`src/rtl/add_serial_pkg.sv`:
```
// Shared types and constants for the bit-serial adder/subtractor controller.
package add_serial_pkg;

    localparam int ADD_SERIAL_DEFAULT_WIDTH = 32;

    typedef enum logic [1:0] {
        IDLE = 2'd0,
        CALC = 2'd1,
        DONE = 2'd2
    } state_e;

endpackage

```
`src/rtl/add_01bit_full.sv`:
```
// Single-bit full adder; the only arithmetic element of the serial controller.
module add_01bit_full (
    input  logic i_a,
    input  logic i_b,
    input  logic i_c,
    output logic o_s,
    output logic o_c
);

    assign o_s = i_a ^ i_b ^ i_c;
    assign o_c = (i_a & i_b) | (i_c & (i_a ^ i_b));

endmodule

```
`src/rtl/add_serial_ctrl.sv`:
```
// Bit-serial add/subtract controller: one full adder, LSB first, one bit per clock.
// Optional subtraction is enabled by defining macro ADD_SERIAL_SUB_EN.
module add_serial_ctrl
    import add_serial_pkg::*;
#(
    parameter int DATA_WIDTH = ADD_SERIAL_DEFAULT_WIDTH
) (
    input  logic                  i_clk,
    input  logic                  i_rst,
    input  logic                  i_vld,
    output logic                  o_rdy,
    input  logic [DATA_WIDTH-1:0] i_num_a,
    input  logic [DATA_WIDTH-1:0] i_num_b,
    input  logic                  i_sub,
    output logic                  o_vld,
    input  logic                  i_rdy,
    output logic [DATA_WIDTH-1:0] o_res,
    output logic                  o_cry,
    output logic                  o_ovf
);

    localparam int              CW       = $clog2(DATA_WIDTH);
    localparam logic [CW-1:0]   LAST_BIT = CW'(DATA_WIDTH - 1);

    state_e                  state_q, state_d;
    logic [DATA_WIDTH-1:0]   a_q, a_d;
    logic [DATA_WIDTH-1:0]   b_q, b_d;
    logic [DATA_WIDTH-1:0]   res_q, res_d;
    logic                    cry_q, cry_d;
    logic                    msbCin_q, msbCin_d;
    logic [CW-1:0]           cnt_q, cnt_d;
    logic                    sumBit;
    logic                    carryOut;

`ifdef ADD_SERIAL_SUB_EN
    logic                    subSel;
    assign subSel = i_sub;
`else
    logic                    unusedSub;
    assign unusedSub = i_sub;
`endif

    add_01bit_full u_fa (
        .i_a (a_q[0]),
        .i_b (b_q[0]),
        .i_c (cry_q),
        .o_s (sumBit),
        .o_c (carryOut)
    );

    always_comb begin
        state_d  = state_q;
        a_d      = a_q;
        b_d      = b_q;
        res_d    = res_q;
        cry_d    = cry_q;
        msbCin_d = msbCin_q;
        cnt_d    = cnt_q;
        case (state_q)
            IDLE: begin
                if (i_vld) begin
                    a_d      = i_num_a;
`ifdef ADD_SERIAL_SUB_EN
                    b_d      = subSel ? ~i_num_b : i_num_b;
                    cry_d    = subSel;
`else
                    b_d      = i_num_b;
                    cry_d    = 1'b0;
`endif
                    msbCin_d = 1'b0;
                    cnt_d    = '0;
                    state_d  = CALC;
                end
            end
            CALC: begin
                a_d   = a_q >> 1;
                b_d   = b_q >> 1;
                res_d = {sumBit, res_q[DATA_WIDTH-1:1]};
                cry_d = carryOut;
                // The counter parks on the last bit so it never wraps.
                if (cnt_q == LAST_BIT) begin
                    msbCin_d = cry_q;
                    state_d  = DONE;
                end else begin
                    cnt_d = cnt_q + CW'(1);
                end
            end
            DONE: begin
                if (i_rdy) begin
                    state_d = IDLE;
                end
            end
            default: state_d = IDLE;
        endcase
    end

    always_ff @(posedge i_clk) begin
        if (i_rst) begin
            state_q  <= IDLE;
            a_q      <= '0;
            b_q      <= '0;
            res_q    <= '0;
            cry_q    <= 1'b0;
            msbCin_q <= 1'b0;
            cnt_q    <= '0;
        end else begin
            state_q  <= state_d;
            a_q      <= a_d;
            b_q      <= b_d;
            res_q    <= res_d;
            cry_q    <= cry_d;
            msbCin_q <= msbCin_d;
            cnt_q    <= cnt_d;
        end
    end

    // Outputs are forced low while reset is held so they are defined from time zero.
    assign o_rdy = (state_q == IDLE) && !i_rst;
    assign o_vld = (state_q == DONE) && !i_rst;
    assign o_res = i_rst ? '0 : res_q;
    assign o_cry = !i_rst && cry_q;
    assign o_ovf = !i_rst && (msbCin_q ^ cry_q);

endmodule

```
`config.mk`:
```
export PLATFORM = sky130hd
export DESIGN_NAME = add_serial_ctrl
export DESIGN_NICKNAME = d
export VERILOG_FILES = /design/src/rtl/add_serial_pkg.sv /design/src/rtl/add_01bit_full.sv /design/src/rtl/add_serial_ctrl.sv
export SDC_FILE = /design/constraint.sdc
export NUM_CORES = 1
export LEC_CHECK = 0
export ABC_AREA = 1
export BUFFER_PORTS_ARGS = -buffer_cell sky130_fd_sc_hd__buf_2
export CAP_MARGIN = 20
export CORE_MARGIN = 5
export CORE_UTILIZATION = 54
export DETAILED_ROUTE_END_ITERATION = 12
export GPL_ROUTABILITY_DRIVEN = 0
export GPL_TIMING_DRIVEN = 0
export PLACE_DENSITY = 0.8
export SETUP_SLACK_MARGIN = 0.05
export SLEW_MARGIN = 20
export SYNTH_ARGS = -nofsm -noshare
export SYNTH_HDL_FRONTEND = slang
export SYNTH_SLANG_ARGS = --single-unit
```
`constraint.sdc`:
```
create_clock -name i_clk -period 1.9 [get_ports i_clk]
set_clock_uncertainty 0.1 [all_clocks]
set_input_delay 0.19 -clock i_clk [delete_from_list [all_inputs] [get_ports i_clk]]
set_output_delay 0.19 -clock i_clk [all_outputs]
set_load 0.02 [all_outputs]
```
== Word level (Yosys, flattened, before mapping) ==
Cells that the tools add are included.
Storage, ports and cells
  output and inout bits: 36
  logic and storage cells: 48
  bits in registers: 105
  bits of input ports: 69
Cells by class
  bitwise gates (word level): 6
  equal/unequal tests: 7
  muxes and demuxes: 16
  add/subtract/negate cells: 1
  reduce and logical (&&, ||, !) cells: 11
Operators with widths (count)
  32-bit case mux with 2 select lines: 2
  32-bit two-way mux: 3
  5-bit two-way mux: 2
  5-bit case mux with 2 select lines: 1
  3-bit AND reduction: 3
  2-bit != test (second input constant): 4
  2-bit two-way mux: 3
  2-bit case mux with 3 select lines: 1
  5-bit by 1-bit adder with 5-bit output (second input constant): 1
  5-bit equality test (second input constant): 1
  1-bit logical AND: 4
  1-bit case mux with 2 select lines: 2
  1-bit XOR: 3
  1-bit bitwise AND: 2
  2-bit by 1-bit equality test with 1-bit output (second input constant): 1
  2-bit equality test (second input constant): 1
  2-bit zero test: 1
  1-bit two-way mux: 2
  2-bit AND reduction: 1
  2-bit nonzero test: 1
  1-bit zero test: 1
  1-bit bitwise OR: 1

== Longest topological paths before layout ==
  depth in word-level cells: 4
  gate-level depth with buffers: 10
  gate-level depth less buffers: 10

== Modules after synthesis ==
A second synthesis with hierarchy kept.
Second synthesis, totals
  cell total of the unflattened synthesis: 729
  area, all modules: 4725.8 um^2
By module, submodules not included
  add_serial_ctrl: cells an instance 728, instances 1, sequential area each 2102.0 um^2, area each 4705.8 um^2
  add_01bit_full: cells an instance 1, instances 1, sequential area each 0.0 um^2, area each 20.0 um^2

== Worst setup path after synthesis ==
OpenSTA, ideal clock, no wires.
  path kind: reg-to-reg
  from: register cnt_q[0]
  to: register cnt_q[3]
  required time: 1.690 ns
  arrival time: 1.244 ns
  cell stages (with the launch flop): 11
  setup slack: 0.446 ns
  buffers on the path: 0
  cells stage by stage: dfxtp_1 > ha_1 > nand2_1 > nor2_1 > ha_1 > inv_1 > nand3_1 > nand2_1 > nand3_1 > nand2_1 > nor2_1
On the way
  word-level cells in the longest chain between the ends: 3
RTL lines
  from (decl): RTL line add_serial_ctrl.sv:31  | logic [CW-1:0] cnt_q, cnt_d;
  from (signal assigned): RTL line add_serial_ctrl.sv:113  | cnt_q <= cnt_d;
  5-bit by 1-bit adder with 5-bit output / 5-bit equality test (equally long branches): RTL line add_serial_ctrl.sv:85, add_serial_ctrl.sv:81
  5-bit two-way mux / 2-bit != test (equally long branches)
  5-bit case mux with 2 select lines / 3-bit AND reduction (equally long branches)
Several ways; a longest one is shown, not always the timed one. The select of a mux whose other input is x is not followed.
A chain may end at the register's enable or synchronous reset.

== Worst setup path after layout ==
  from: input i_rst
  to: output o_res[21]
On the way
  word-level cells in the longest chain between the ends: 1
RTL lines
  from (decl): RTL line add_serial_ctrl.sv:9  | input logic i_rst,
  32-bit two-way mux: RTL line add_serial_ctrl.sv:120  | assign o_res = i_rst ? '0 : res_q;
  to (decl): RTL line add_serial_ctrl.sv:17  | output logic [DATA_WIDTH-1:0] o_res,
Every way passes these cells.

==> flow_summary.toml <==
[outcome]
outcome = "finished clean"

[grt]
grt-ovfl-total = 0
grt_usage_pct = 20.3
grt_antenna_before_repair = 1
grt_max_degree = 17
grt_pass1_vias = 4280
grt_first_pass_wirelength_um = 18800

[critical_path]
crit_family = "buffers and inverters"
r2r_setup_slack_ns = 0.23
worst_ep_arrival_time_ns = 1.47
path_buf_inv = 4
cpMostUsedCell = "buf_2"
path_max_fanout = 10
path_class = "input port to primary output"
crit_path_start_kind = "input port"
cp.required_ns = 1.61
endpoint_kind = "primary output"
critical-path-slowest-cell = "buf_1"
reg2reg_depth = 10
path_cells = "clkbuf_1 -> buf_2 -> buf_1 -> nor2_1 -> buf_2"
slowest_delay_ns = 0.35
path_depth = 5

[cts]
htreeDepth = 3
clk_pin_slew_ns = 0.10
cts_tree = "done"
clk_latency_ns = 0.37
cts_buffer_depth = 2
clock_sinks = 105
root_buffer = "clkbuf_8"
post-cts-setup-buffers = 0
cts_made_buffers = 9

[final_layout]
instances_no_fill = 956
antennaDiodeCount = 0
finish.utilization_pct = 65.1
num-fill-cells = 785
drive_gt1_share_pct = 18.0
regArea_sq_mm = 0.00210
nNetsFinal = 916
area_growth_pct = 18.7
multi_input_area_sq_mm = 0.00225

[timing]
finalCritPeriodShare_pct = 92.4
tightest_slew_ns = 0.439
fin_tns_setup_ns = 0
setup_viol = 0
relSlewSlack_pct = 70.7
grt_setup_unrepaired = "false"
finalCriticalPeriod_ns = 1.76
slew_viol_final = 0
max_freq_mhz = 569
final_hold_viol_count = 0

[synthesis]
syn_area_sq_mm = 0.00474
synth-seq-cells = 105
syn-num-nets = 802
synthFlopType = "dfxtp_1"
synth-edff-count = 0
synth-async-reset-ratio_pct = 0
synth_cell_types = 22
syn_avg_cell_area_sq_um = 6.50
ys_seq_area_share_pct = 44.4
synth.yosys.warnings = 0
syn-instance-count = 729

[hold_path]
hold_path.class = "input port to flop"
hold_path_depth = 5

[placement]
portBuffers = 102
dpl.hpwl_um = 8110
place_inst = 939

[die]
ios = 105
start_util_pct = 54.9
core_area_sq_mm = 0.00864
die_area_sq_mm = 0.0108
num_rows = 34
die_h_um = 104
fp.dieW_um = 104

[power]
vdd_drop_max_mv = 0.490
p_total_mw = 4.78
leakage_nw = 2.78
powerDensity_mw_per_mm2 = 849

[detailed_routing]
wl_um = 11200
wire_per_inst_um = 11.7
vias = 4732
postRouteAntennaNets = 0
drtPass1Iterations = 4
drc_errors = 0
drt_iter0_markers = 225
viasPerCell = 4.95

[flow_run]
drv_cap = 0
==> metrics by stage <==
stage / setup slack, ns / cell area (sq um) / hold WS, ns
global route: 0.0623 / 5630 / 0.0408
global placement: 0.0742 / 5390 / 0.339
detailed placement: 0.0639 / 5390 / 0.354
CTS: 0.0516 / 5620 / 0.0281
floorplan: 0.446 / 4740 / 0.237
finish: 0.144 / 5630 / 0.0405
==> cell families after synthesis <==
kind of cell | synth area share, %
simple gates | 31.4
fa+ha+maj | 1.21
buf+inv | 8.32
compound gates | 14.7
flops | 44.4
==> synthesized netlist by cell type, types with 2 or more instances <==
cell	count	area, sq um
nand2_1	208	781
nor2_1	167	627
dfxtp_1	105	2100
o21ai_0	97	485
a21oi_1	40	200
inv_1	40	150
clkbuf_1	22	82.6
buf_2	21	105
nand3_1	6	30.0
buf_4	3	22.5
ha_1	3	37.5
inv_2	3	11.3
buf_1	2	7.51
nand2_4	2	22.5
nand4_1	2	12.5
o21ai_1	2	10.0
==> flip-flops by register name (all words and copies together) (netlist names) <==
name      flops
msbCin_q      1
b_q          32
a_q          32
state_q       2
res_q        32
cnt_q         5
cry_q         1
==> layer usage <==
metal	part of all wire, %	vias to the layer above	track usage [%]
met4	1.5	2	7.77
met5	0.16	-	0
li1	-	2490	-
met3	6.9	16	5.22
met2	46	135	32.5
met1	45	2089	26.3
==> worst min-delay path: stages <==
cell	delay, ns
buf_2	0.07
nand2_1	0.04
nand2_1	0.05
nor2_1	0.04
nor2_1	0.08
==> worst paths after layout <==
| check | end | from |
|---|---|---|
| worst max-delay path | o_res[21] | i_rst |
| worst min-delay path | b_q[27]$_SDFFE_PP0P_ | i_num_b[27] |
| worst max register to register | cnt_q[3]$_SDFFE_PP0P_ | cnt_q[1]$_SDFFE_PP0P_ |
| worst min register to register | cnt_q[0]$_SDFFE_PP0P_ | cnt_q[0]$_SDFFE_PP0P_ |
==> layout by cell type, fill, tap and decap left out <==
master         count
nand2_1          208
clkbuf_1          23
fa_1               1
nand2_4            2
buf_2            123
dfxtp_2            1
nand2_2            1
nor2_1           166
a21oi_1           40
inv_2              3
ha_2               2
nand3_1            6
buf_4              3
o21ai_0           97
buf_6              1
nor2_2             2
clkbuf_8           9
nor3_1             1
dfxtp_1          104
nand4_1            2
bufinv_16          2
o21ai_1            2
clkinv_2           1
dlygate4sd3_1      2
ha_1               1
buf_1              2
clkinvlp_4         3
inv_1             40
==> timing repair <==
action	in CTS	in global routing
setup endpoints to repair	0	5
hold buffers	2	0
hold endpoints to repair	2	0
gates resized for setup	0	5
==> where the power goes <==
part / internal (mW) / leakage [nW] / switching (mW)
Sequential: 2.39 / 0.869 / 0.0867
Clock: 0.742 / 0.0995 / 0.743
Combinational: 0.302 / 1.81 / 0.516
Total: 3.43 / 2.78 / 1.35
==> cell type report <==
class	count	area share, %
Multi-Input combinational cell	531	40.0
Sequential cell	105	37.4
Timing Repair Buffer	104	9.43
Buffer	48	4.00
Inverter	44	3.00
Tap cell	108	2.40
Clock buffer	11	2.34
Clock inverter	5	1.42
No activity file was read; power rests on OpenSTA's default activity.
